File: config.mk
export PLATFORM = sky130hd
export DESIGN_NAME = comparador_izq_der
export DESIGN_NICKNAME = d
export VERILOG_FILES = /design/src/rtl/comparador_izq_der_pkg.sv /design/src/rtl/comparador_bit.sv /design/src/rtl/comparador_izq_der.sv
export SDC_FILE = /design/constraint.sdc
export NUM_CORES = 1
export LEC_CHECK = 0
export BUFFER_PORTS_ARGS = -buffer_cell sky130_fd_sc_hd__buf_4
export CORE_AREA = 2 2 44 87
export CTS_CLUSTER_DIAMETER = 30
export DETAILED_ROUTE_END_ITERATION = 7
export DIE_AREA = 0 0 46 89
export GPL_TIMING_DRIVEN = 1
export PLACE_DENSITY = 0.57
export SKIP_LAST_GASP = 1
export SYNTH_ARGS = -nofsm -noshare
export SYNTH_HDL_FRONTEND = slang
export SYNTH_HIERARCHICAL = 1
export SYNTH_SLANG_ARGS = --single-unit
File: constraint.sdc
create_clock -name clk -period 3.4 [get_ports clk]
set_input_delay 0.68 -clock clk [delete_from_list [all_inputs] [get_ports clk]]
set_output_delay 0.68 -clock clk [all_outputs]
set_load 0.01 [all_outputs]
File: src/rtl/comparador_izq_der_pkg.sv
// Shared types for the serial left-to-right magnitude comparator.
package comparador_izq_der_pkg;

  typedef enum logic {
    ST_IDLE = 1'b0,
    ST_SCAN = 1'b1
  } state_t;

endpackage

File: src/rtl/comparador_bit.sv
// Combinational one-bit magnitude cell: flags a<b and a>b for a single bit pair.
module comparador_bit (
  input  logic a,
  input  logic b,
  output logic lt,
  output logic gt
);

  assign lt = ~a & b;
  assign gt = a & ~b;

endmodule

File: src/rtl/comparador_izq_der.sv
// Serial MSB-first magnitude comparator; z = (A <= B), eq = (A == B), start/done handshake.
module comparador_izq_der
  import comparador_izq_der_pkg::*;
#(
  parameter int unsigned WIDTH = 8
) (
  input  logic             clk,
  input  logic             reset,
  input  logic             start,
  input  logic [WIDTH-1:0] wordA,
  input  logic [WIDTH-1:0] wordB,
  output logic             busy,
  output logic             done,
  output logic             z,
  output logic             eq
);

  localparam int unsigned IDX_W = $clog2(WIDTH);
  localparam logic [IDX_W-1:0] IDX_MSB = IDX_W'(WIDTH - 1);

  state_t           state, state_d;
  logic [WIDTH-1:0] reg_a, reg_a_d;
  logic [WIDTH-1:0] reg_b, reg_b_d;
  logic [IDX_W-1:0] idx, idx_d;
  logic             busy_d, done_d, z_d, eq_d;
  logic             bit_lt, bit_gt;

  // Single cell looks at the currently selected bit pair
  comparador_bit u_bit (
    .a  (reg_a[idx]),
    .b  (reg_b[idx]),
    .lt (bit_lt),
    .gt (bit_gt)
  );

  always_ff @(posedge clk or posedge reset) begin
    if (reset) begin
      state <= ST_IDLE;
      reg_a <= '0;
      reg_b <= '0;
      idx   <= '0;
      busy  <= 1'b0;
      done  <= 1'b0;
      z     <= 1'b0;
      eq    <= 1'b0;
    end else begin
      state <= state_d;
      reg_a <= reg_a_d;
      reg_b <= reg_b_d;
      idx   <= idx_d;
      busy  <= busy_d;
      done  <= done_d;
      z     <= z_d;
      eq    <= eq_d;
    end
  end

  // Next-state and output-register values; done defaults low so it pulses for one cycle
  always_comb begin
    state_d = state;
    reg_a_d = reg_a;
    reg_b_d = reg_b;
    idx_d   = idx;
    busy_d  = busy;
    done_d  = 1'b0;
    z_d     = z;
    eq_d    = eq;
    unique case (state)
      ST_IDLE: begin
        if (start) begin
          reg_a_d = wordA;
          reg_b_d = wordB;
          idx_d   = IDX_MSB;
          busy_d  = 1'b1;
          z_d     = 1'b0;
          eq_d    = 1'b0;
          state_d = ST_SCAN;
        end
      end
      ST_SCAN: begin
        if (bit_lt || bit_gt || (idx == '0)) begin
          // First difference decides; reaching bit 0 with no difference means equal
          z_d     = ~bit_gt;
          eq_d    = ~bit_lt & ~bit_gt;
          done_d  = 1'b1;
          busy_d  = 1'b0;
          state_d = ST_IDLE;
        end else begin
          idx_d = idx - IDX_W'(1);
        end
      end
      default: state_d = ST_IDLE;
    endcase
  end

endmodule

## Word-level counts from Yosys, hierarchy flattened

Cells that the tools add are included.

| storage, ports and cells | value |
|---|---|
| output and inout port bits | 4 |
| register bits | 24 |

| operators by class | value |
|---|---|
| order comparisons | 1 |
| eq/ne operators | 3 |
| multiplexer cells | 20 |
| bitwise logic cells | 8 |
| reductions and logical operators | 6 |
| add/subtract/negate cells | 1 |

Operator list:

| kind | number |
|---|---|
| $mux 1 | 11 |
| $pmux 1 s2 | 4 |
| $bmux 1 s3 | 2 |
| $mux 3 | 2 |
| $pmux 3 s2 | 1 |
| $reduce_and 2->1 | 3 |
| $not 1->1 | 5 |
| $lt 3x4->1 const B | 1 |
| $ne 2x2->1 const B | 2 |
| $and 1x1->1 | 3 |
| $logic_not 3->1 | 1 |
| $sub 3x1->3 const B | 1 |
| $logic_or 1x1->1 | 2 |
| $ne 2x1->1 const B | 1 |

## Longest topological paths before layout

Gate-level depths: netlist (run 1).

| logic depth | value |
|---|---|
| word-level depth | 8 |
| gate-level depth with buffers | 8 |
| mapped depth without buffers | 7 |

## Cells and area by module

Netlist (run 1), hierarchy kept.

By module, submodules not included:

| module | cells each | area each (um^2) | times used |
|---|---|---|---|
| comparador_izq_der | 115 | 1143.6 | 1 |
| comparador_bit | 2 | 15.0 | 1 |

## Worst setup path after synthesis (run 1)

OpenSTA, ideal clock, no wires.

| path | value |
|---|---|
| kind | register to register |
| start | reg idx[0] |
| end | reg eq |
| required time | 3275 ps |
| slack | 1339 ps |
| arrival | 1936 ps |
| period minus slack after synthesis | 2061 ps |
| path buffers | 1 |
| cell stages (with the launch flop) | 9 |
| cell sequence | dfrtp_1 -> buf_6 -> mux4_1 -> nand2_1 -> nand2_1 -> and2b_2 -> nor2_1 -> a21boi_4 -> mux2_2 |

| on the way | value |
|---|---|
| longest elaborated chain between the ends | 8 |
| elaborated cells between the ends (all ways) | 18 |

RTL lines:

| what | line | text |
|---|---|---|
| start: declaration | comparador_izq_der.sv:24 | `logic [IDX_W-1:0] idx, idx_d;` |
| start signal: assignment | comparador_izq_der.sv:50 | `idx <= idx_d;` |
| $bmux 1 s3 | comparador_izq_der.sv:31 | `.b (reg_b[idx]),` |
| $mux 1 (implied by the code) | comparador_izq_der.sv:31 |  |
| $not 1->1 | comparador_bit.sv:10 | `assign gt = a & ~b;` |
| $and 1x1->1 * | comparador_bit.sv:10 |  |
| via bit_gt | comparador_izq_der.sv:26 | `logic bit_lt, bit_gt;` |
| $not 1->1 or $logic_or 1x1->1 (tied branches) | comparador_izq_der.sv:84, comparador_izq_der.sv:81 |  |
| $and 1x1->1 or $logic_or 1x1->1 (tied branches) | comparador_izq_der.sv:84, comparador_izq_der.sv:81 |  |
| $mux 1 or $ne 2x1->1 (tied branches) | n/a |  |
| $pmux 1 s2 or $reduce_and 2->1 (tied branches) | n/a |  |
| end signal: assignment | comparador_izq_der.sv:54 | `eq <= eq_d;` |
| end: declaration | comparador_izq_der.sv:15 | `output logic eq` |

The timed path passes the listed nets; every way through them passes the cells marked *. The select of a mux whose other input is x is not followed.
A chain may end at the register's enable or synchronous reset.

## Final worst setup path (run 1)

| path | value |
|---|---|
| start | reg idx[2] |
| end | reg idx[0] |

| on the way | value |
|---|---|
| longest elaborated chain between the ends | 8 |
| elaborated cells between the ends (all ways) | 13 |

RTL lines:

| what | line | text |
|---|---|---|
| $bmux 1 s3 | comparador_izq_der.sv:31 |  |
| $mux 1 (implied by the code) | comparador_izq_der.sv:31 |  |
| $not 1->1 | comparador_bit.sv:10 |  |
| $and 1x1->1 * | comparador_bit.sv:10 |  |
| via bit_gt | comparador_izq_der.sv:26 |  |
| $logic_or 1x1->1 * (2 in a row) | comparador_izq_der.sv:81 | `if (bit_lt \|\| bit_gt \|\| (idx == '0)) begin` |
| $ne 2x2->1 (no source line) * | n/a |  |
| $reduce_and 2->1 (no source line) * | n/a |  |

Marks and branches as above.

==> impl_metrics.ini, run 1 <==
[grt]
grt.total_usage = 0.132
met2_usage = 0.225
grt_first_pass_wirelength_um = 3770
grt_pass1_vias = 866
grt-ovfl-total = 0
gr-max-usage-layer = met2
antenna_found_initial = 0
grtUsageMet1 = 0.136
grt_max_degree = 25
grtUsageMet3 = 0.0242

[power_and_ir_drop]
p_int_mw = 0.804
total_power_mw = 1.25
ir_drop_uv = 331
p_sw_frac = 0.360
comb_power_share = 0.431
leakagePower_nw = 0.762
power_density_nw_per_um2 = 907
power_switching_mw = 0.451
clkPwrFrac = 0.151
pwr-share-seq = 0.419

[clocking]
cts_tree = built
clkSlewWorstSetupHoldPaths_ns = 0.08
clock-sinks = 24
postCtsSetupRepairBufs = 0
clkLatencyLatePin_ns = 0.26
cts_hold_buf = 0
cts-htree-levels = 1
ctsResizeCount = 0
cts_buffers = 3
clockBufferDepth = 2
cts-root-buf = clkbuf_8

[setup_path]
cp.required_ns = 3.54
crit_buf_inv = 0
cp_slowest_stage_delay_ns = 0.58
crit_path_top_delay_cell = mux4_1
cp_top_family = simple AND/OR/NAND/NOR gates
crit_top_cell = nand2_1
crit_arrival_ns = 2.44
crit_path_end_kind = register
crit_fanout = 8
cp-start-kind = register
path_cells = mux4_1, nand2_1, nand2_1, and2b_2, nor2_1, nand3_1, mux2i_1
worstSetupPathType = reg2reg

[timing]
slew_violations = 0
fin_crit_ns = 2.30
clock_skew_ns = 0.00324
relSlewSlack = 0.392
tightest_slew_ns = 0.912
finalCritPeriodShare = 0.675
layout_setup_ws_ns = 1.10
max_freq_mhz = 436
rsz0062_at_grt = no
hold_viol = 0
tns_ns = 0
setup_violations = 0

[placement]
gp_congestion = 0.855
place_ws_ns = 1.12
dp_hpwl_um = 1710
io_buffers = 22

[finish]
finish.utilization = 0.410
antenna_cells = 0
fin_nets = 160
drive_above_1_share = 0.232
area_growth_pct = 19.4

[die]
ios = 23
num_rows = 30
die_x_um = 46
die_area_um2 = 4090
core_region_area_um2 = 3380
die_y_um = 89
start_util = 0.343

[yosys]
synth_seq_cells = 24
yosys_warnings = 6
avgSynthCellArea_um2 = 9.90
synth_top_area_frac = 0.518
synth_cells = 117
netlist_area_um2 = 1160
synth_area_leader_cell = dfrtp_1
syn-num-nets = 138
seq_area_frac_synth = 0.518
ys_top_cells_by_area = dfrtp_1 (52%), nand2_1 (18%), mux4_1 (9.1%), mux2i_1 (2.6%), ha_1 (2.2%)
yosysUniqueCellTypes = 21

[flow_run]
cap_viol_max_count = 0

[route]
avgViaCountPerCell = 4.96
wl_per_cell_um = 13.1
drc_errors = 0
drtPass1Iterations = 4
ant_nets = 0
vias = 844
drt_iter0_drc = 13
wirelength_um = 2220

[outcome]
status = finished, final reports clean

[min_path]
holdCritPathClass = reg2reg
final cells by class:
class | instances | area, µm²
Fill cell | 348 | 1990
Sequential cell | 24 | 601
Multi-Input combinational cell | 83 | 500
Timing Repair Buffer | 23 | 173
Clock buffer | 4 | 55.1
Tap cell | 32 | 40.0
Inverter | 4 | 15.0
power by group through the flow:
stage	clock [mW]	sequential (mW)	combinational (mW)
3_3_place_gp	0	0.529	0.531
5_1_grt	0.213	0.541	0.620
3_5_place_dp	0	0.536	0.548
4_1_cts	0.199	0.529	0.550
2_1_floorplan	0	0.490	0.461
6_report	0.189	0.525	0.540
worst reg2reg max path, delay by kind of cell (launching register included):
| family | cells | cell delay [ns] |
|---|---|---|
| muxes | 2 | 0.74 |
| and+or+nand+nor | 5 | 0.94 |
| DFF | 1 | 0.49 |
stage by stage:
| stage | cells | hold WS (ns) | instance area (µm²) |
|---|---|---|---|
| finish | 170 | 0.475 | 1380 |
| global route | 170 | 0.499 | 1380 |
| CTS | 170 | 0.485 | 1380 |
| detailed placement | 166 | 0.464 | 1330 |
| global placement | 166 | 0.452 | 1330 |
| floorplan | 117 | 0.437 | 1160 |
cells in the mapped netlist:
cell	number
nor2_1	5
and2b_2	1
ha_1	2
buf_6	2
nor2b_1	2
mux2_2	1
nand3_1	1
o21ai_0	1
nand4_1	1
o211ai_1	1
inv_1	4
a21boi_4	1
nand2b_1	1
nand2_1	56
nand2b_4	1
and2_1	1
buf_2	4
a21bo_2	1
dfrtp_1	24
mux4_1	4
mux2i_1	3
per-layer routing:
layer,part of all wire,routed length (µm)
met2,0.59,1310
met3,0.035,78
met1,0.35,772
met5,0,0
met4,0.029,64
kinds of logic (layout without fill, tap and decap cells):
kind of cell    Yosys count  in the layout  share of synthesized area
compound gates            4              4                     0.0356
fa+ha+maj                 2              2                     0.0216
buf+inv                  10             31                     0.0497
flops                    24             24                      0.518
mux                       8              8                      0.126
simple gates             69             69                      0.248
flip-flops by register name, summed over array words and instances, names as in the netlist:
signal / flops
reg_a: 8
reg_b: 8
idx: 3
busy: 1
done: 1
eq: 1
state: 1
z: 1
path summary, 6_finish.rpt:
check	from	end	slack, ns	cells after the start
min in group asynchronous	reset	reg_b[4]$_DFFE_PP0P_	0.61	2
max reg2reg	idx[2]$_DFFE_PP0P_	idx[0]$_DFFE_PP0P_	1.10	7
min	reg_a[1]$_DFFE_PP0P_	reg_a[1]$_DFFE_PP0P_	0.48	2
max in group asynchronous	reset	idx[1]$_DFFE_PP0P_	2.23	2
max	idx[2]$_DFFE_PP0P_	idx[0]$_DFFE_PP0P_	1.10	7
min reg2reg	reg_a[1]$_DFFE_PP0P_	reg_a[1]$_DFFE_PP0P_	0.48	2
placed cells by master (no fill, tap or decap):
cell type / instances
nor2b_1: 2
a21boi_4: 1
nand2_1: 56
nand4_1: 1
nor2_1: 5
dfrtp_1: 24
o211ai_1: 1
and2_1: 1
o21ai_0: 1
and2b_2: 1
nand2b_4: 1
mux2i_1: 3
buf_4: 23
ha_1: 2
a21bo_2: 1
nand2b_1: 1
mux4_1: 4
mux2_2: 1
clkbuf_8: 4
nand3_1: 1
inv_1: 4
(Power assumes the default switching activity.)
==> run 2: changes to the inputs <==
--- a/config.mk
+++ b/config.mk
@@ -11,7 +11,7 @@
 export DETAILED_ROUTE_END_ITERATION = 7
 export DIE_AREA = 0 0 46 89
 export GPL_TIMING_DRIVEN = 1
-export PLACE_DENSITY = 0.57
+export PLACE_DENSITY = 0.59
 export SKIP_LAST_GASP = 1
 export SYNTH_ARGS = -nofsm -noshare
 export SYNTH_HDL_FRONTEND = slang
==> constraint.sdc (replaced) <==
create_clock -name clk -period 2 [get_ports clk]
set_input_delay 0.4 -clock clk [delete_from_list [all_inputs] [get_ports clk]]
set_output_delay 0.4 -clock clk [all_outputs]
set_load 0.01 [all_outputs]
==> impl_metrics.ini, run 2 (synthesis gave the netlist of run 1 again) <==
[power_and_ir_drop]
leakagePower_nw = 0.770
ir_drop_uv = 616
power_density_nw_per_um2 = 1650

[grt]
grt_first_pass_wirelength_um = 3730
met2_usage = 0.236
grt.total_usage = 0.125
grtUsageMet3 = 0.0121
grt_max_degree = 25
grt_pass1_vias = 864
grtUsageMet1 = 0.129
gr-max-usage-layer = met2
antenna_found_initial = 0
grt-ovfl-total = 0

[finish]
finish.utilization = 0.423
fin_nets = 165
mostFrequentLayoutCell = nand2_1
layout_common_cells = nand2_1 (56), buf_4 (27), dfrtp_1 (23)
stdcell_area_um2 = 1430
multiInputGateArea_um2 = 504
antenna_cells = 0
largest_registers = reg_a (8), reg_b (8), idx (3)
seq_area_um2 = 602
drive_above_1_share = 0.315
area_growth_pct = 23.4
fillers = 346

[setup_path]
crit_path_top_delay_cell = mux4_2
crit_fanout = 5
crit_top_cell = nand2_1
crit_path_end_kind = register
cp_top_family = multiplexers
cp.required_ns = 2.16
cp_slowest_stage_delay_ns = 0.54
path_cells = mux4_2, nand2_1, nand2_1, and2b_2, nor2_4, a21boi_4, mux2_4
crit_arrival_ns = 2.18
startpoint = idx[0]$_DFFE_PP0P_
path_depth = 7
worstSetupPathType = reg2reg
ff2ff_path_depth = 7
worstSetupEndpoint = eq$_DFFE_PP0P_
cp-start-kind = register
reg2reg_from = idx[0]$_DFFE_PP0P_
crit_buf_inv = 0
r2r_setup_slack_ns = -0.02
rr_endpoint = eq$_DFFE_PP0P_

[die]
ios = 23
die_area_um2 = 4090
die_y_um = 89
die_x_um = 46
num_rows = 30
core_region_area_um2 = 3380
start_util = 0.343

[timing]
tightest_slew_ns = 0.423
setup_violations = 1
finalCritPeriodShare = 1.01
max_freq_mhz = 494
layout_setup_ws_ns = -0.0229
clock_skew_ns = 0.00216
rsz0062_at_grt = yes
hold_viol = 0
relSlewSlack = 0.718
fin_crit_ns = 2.02
slew_violations = 0
finalHoldWorstSlack_ns = 0.170

[clocking]
clockBufferDepth = 2
clkSlewWorstSetupHoldPaths_ns = 0.08
clock-sinks = 24
clkLatencyLatePin_ns = 0.27
postCtsSetupRepairBufs = 0
cts-htree-levels = 1
cts_buffers = 3
cts_hold_buf = 0
cts-root-buf = clkbuf_8
cts_tree = built

[route]
wirelength_um = 2370
vias = 863
drt_iter0_drc = 18
ant_nets = 0
wl_per_cell_um = 13.5
drc_errors = 0
drtPass1Iterations = 4
avgViaCountPerCell = 4.93

[flow_run]
cap_viol_max_count = 0

[outcome]
violations = setup timing
status = finished with violations

[placement]
io_buffers = 22
dp_hpwl_um = 1710
gp_congestion = 0.884
placed_area_um2 = 1370

[min_path]
holdCritPathClass = in2async
run 2: cell count changes in the layout (fill, tap and decap cells not counted), sizes merged:
cell  delta
buf      +5
run 2: cell type report:
| cell class | instances | area share |
|---|---|---|
| well taps | 32 | 0.0280 |
| multi-input cells | 83 | 0.353 |
| inverters | 4 | 0.0105 |
| repair buffers | 28 | 0.150 |
| clock buffers | 4 | 0.0385 |
| flip-flops and latches | 24 | 0.421 |
run 2: tightest hold or removal path: stages:
cell and delay [ns]:
buf_4 0.10, inv_1 0.04, buf_4 0.29
run 2: worst min path at each step:
stage,from,to,slack [ns],cells after the start
after floorplan,reset,busy$_DFFE_PP0P_,0.41,1
after global placement,reg_a[6]$_DFFE_PP0P_,reg_a[6]$_DFFE_PP0P_,0.45,2
after detailed placement,reg_a[6]$_DFFE_PP0P_,reg_a[6]$_DFFE_PP0P_,0.46,2
after CTS,reset,busy$_DFFE_PP0P_,0.18,3
after global routing,reset,busy$_DFFE_PP0P_,0.20,3
final,reset,busy$_DFFE_PP0P_,0.17,3
run 2: repair_timing:
action	in CTS	in global routing
resized for setup	5	6
setup endpoints to repair	6	7
pin swaps	0	3
run 2: layer usage:
| metal | share of wire | up-vias |
|---|---|---|
| met5 | 0 | - |
| met4 | 0.023 | 0 |
| met1 | 0.39 | 421 |
| met2 | 0.56 | 19 |
| li1 | - | 417 |
| met3 | 0.028 | 6 |
run 2: where the power goes:
group	internal [mW]	leakage, nW	switching, mW
Sequential	0.723	0.288	0.162
Combinational	0.596	0.453	0.550
Clock	0.176	0.0288	0.152
Total	1.49	0.770	0.863
run 2: metrics by stage:
| stage | worst slack (ns) | instances | total power, mW | setup TNS (ns) |
|---|---|---|---|---|
| after floorplan | 0.0251 | 117 | 1.63 | 0 |
| after global placement | -0.0237 | 171 | 1.87 | -0.0730 |
| after detailed placement | -0.0761 | 171 | 1.90 | -0.288 |
| after CTS | 0.00788 | 175 | 2.29 | 0 |
| after global routing | -0.0796 | 175 | 2.53 | -0.144 |
| final | -0.0229 | 175 | 2.36 | -0.0229 |
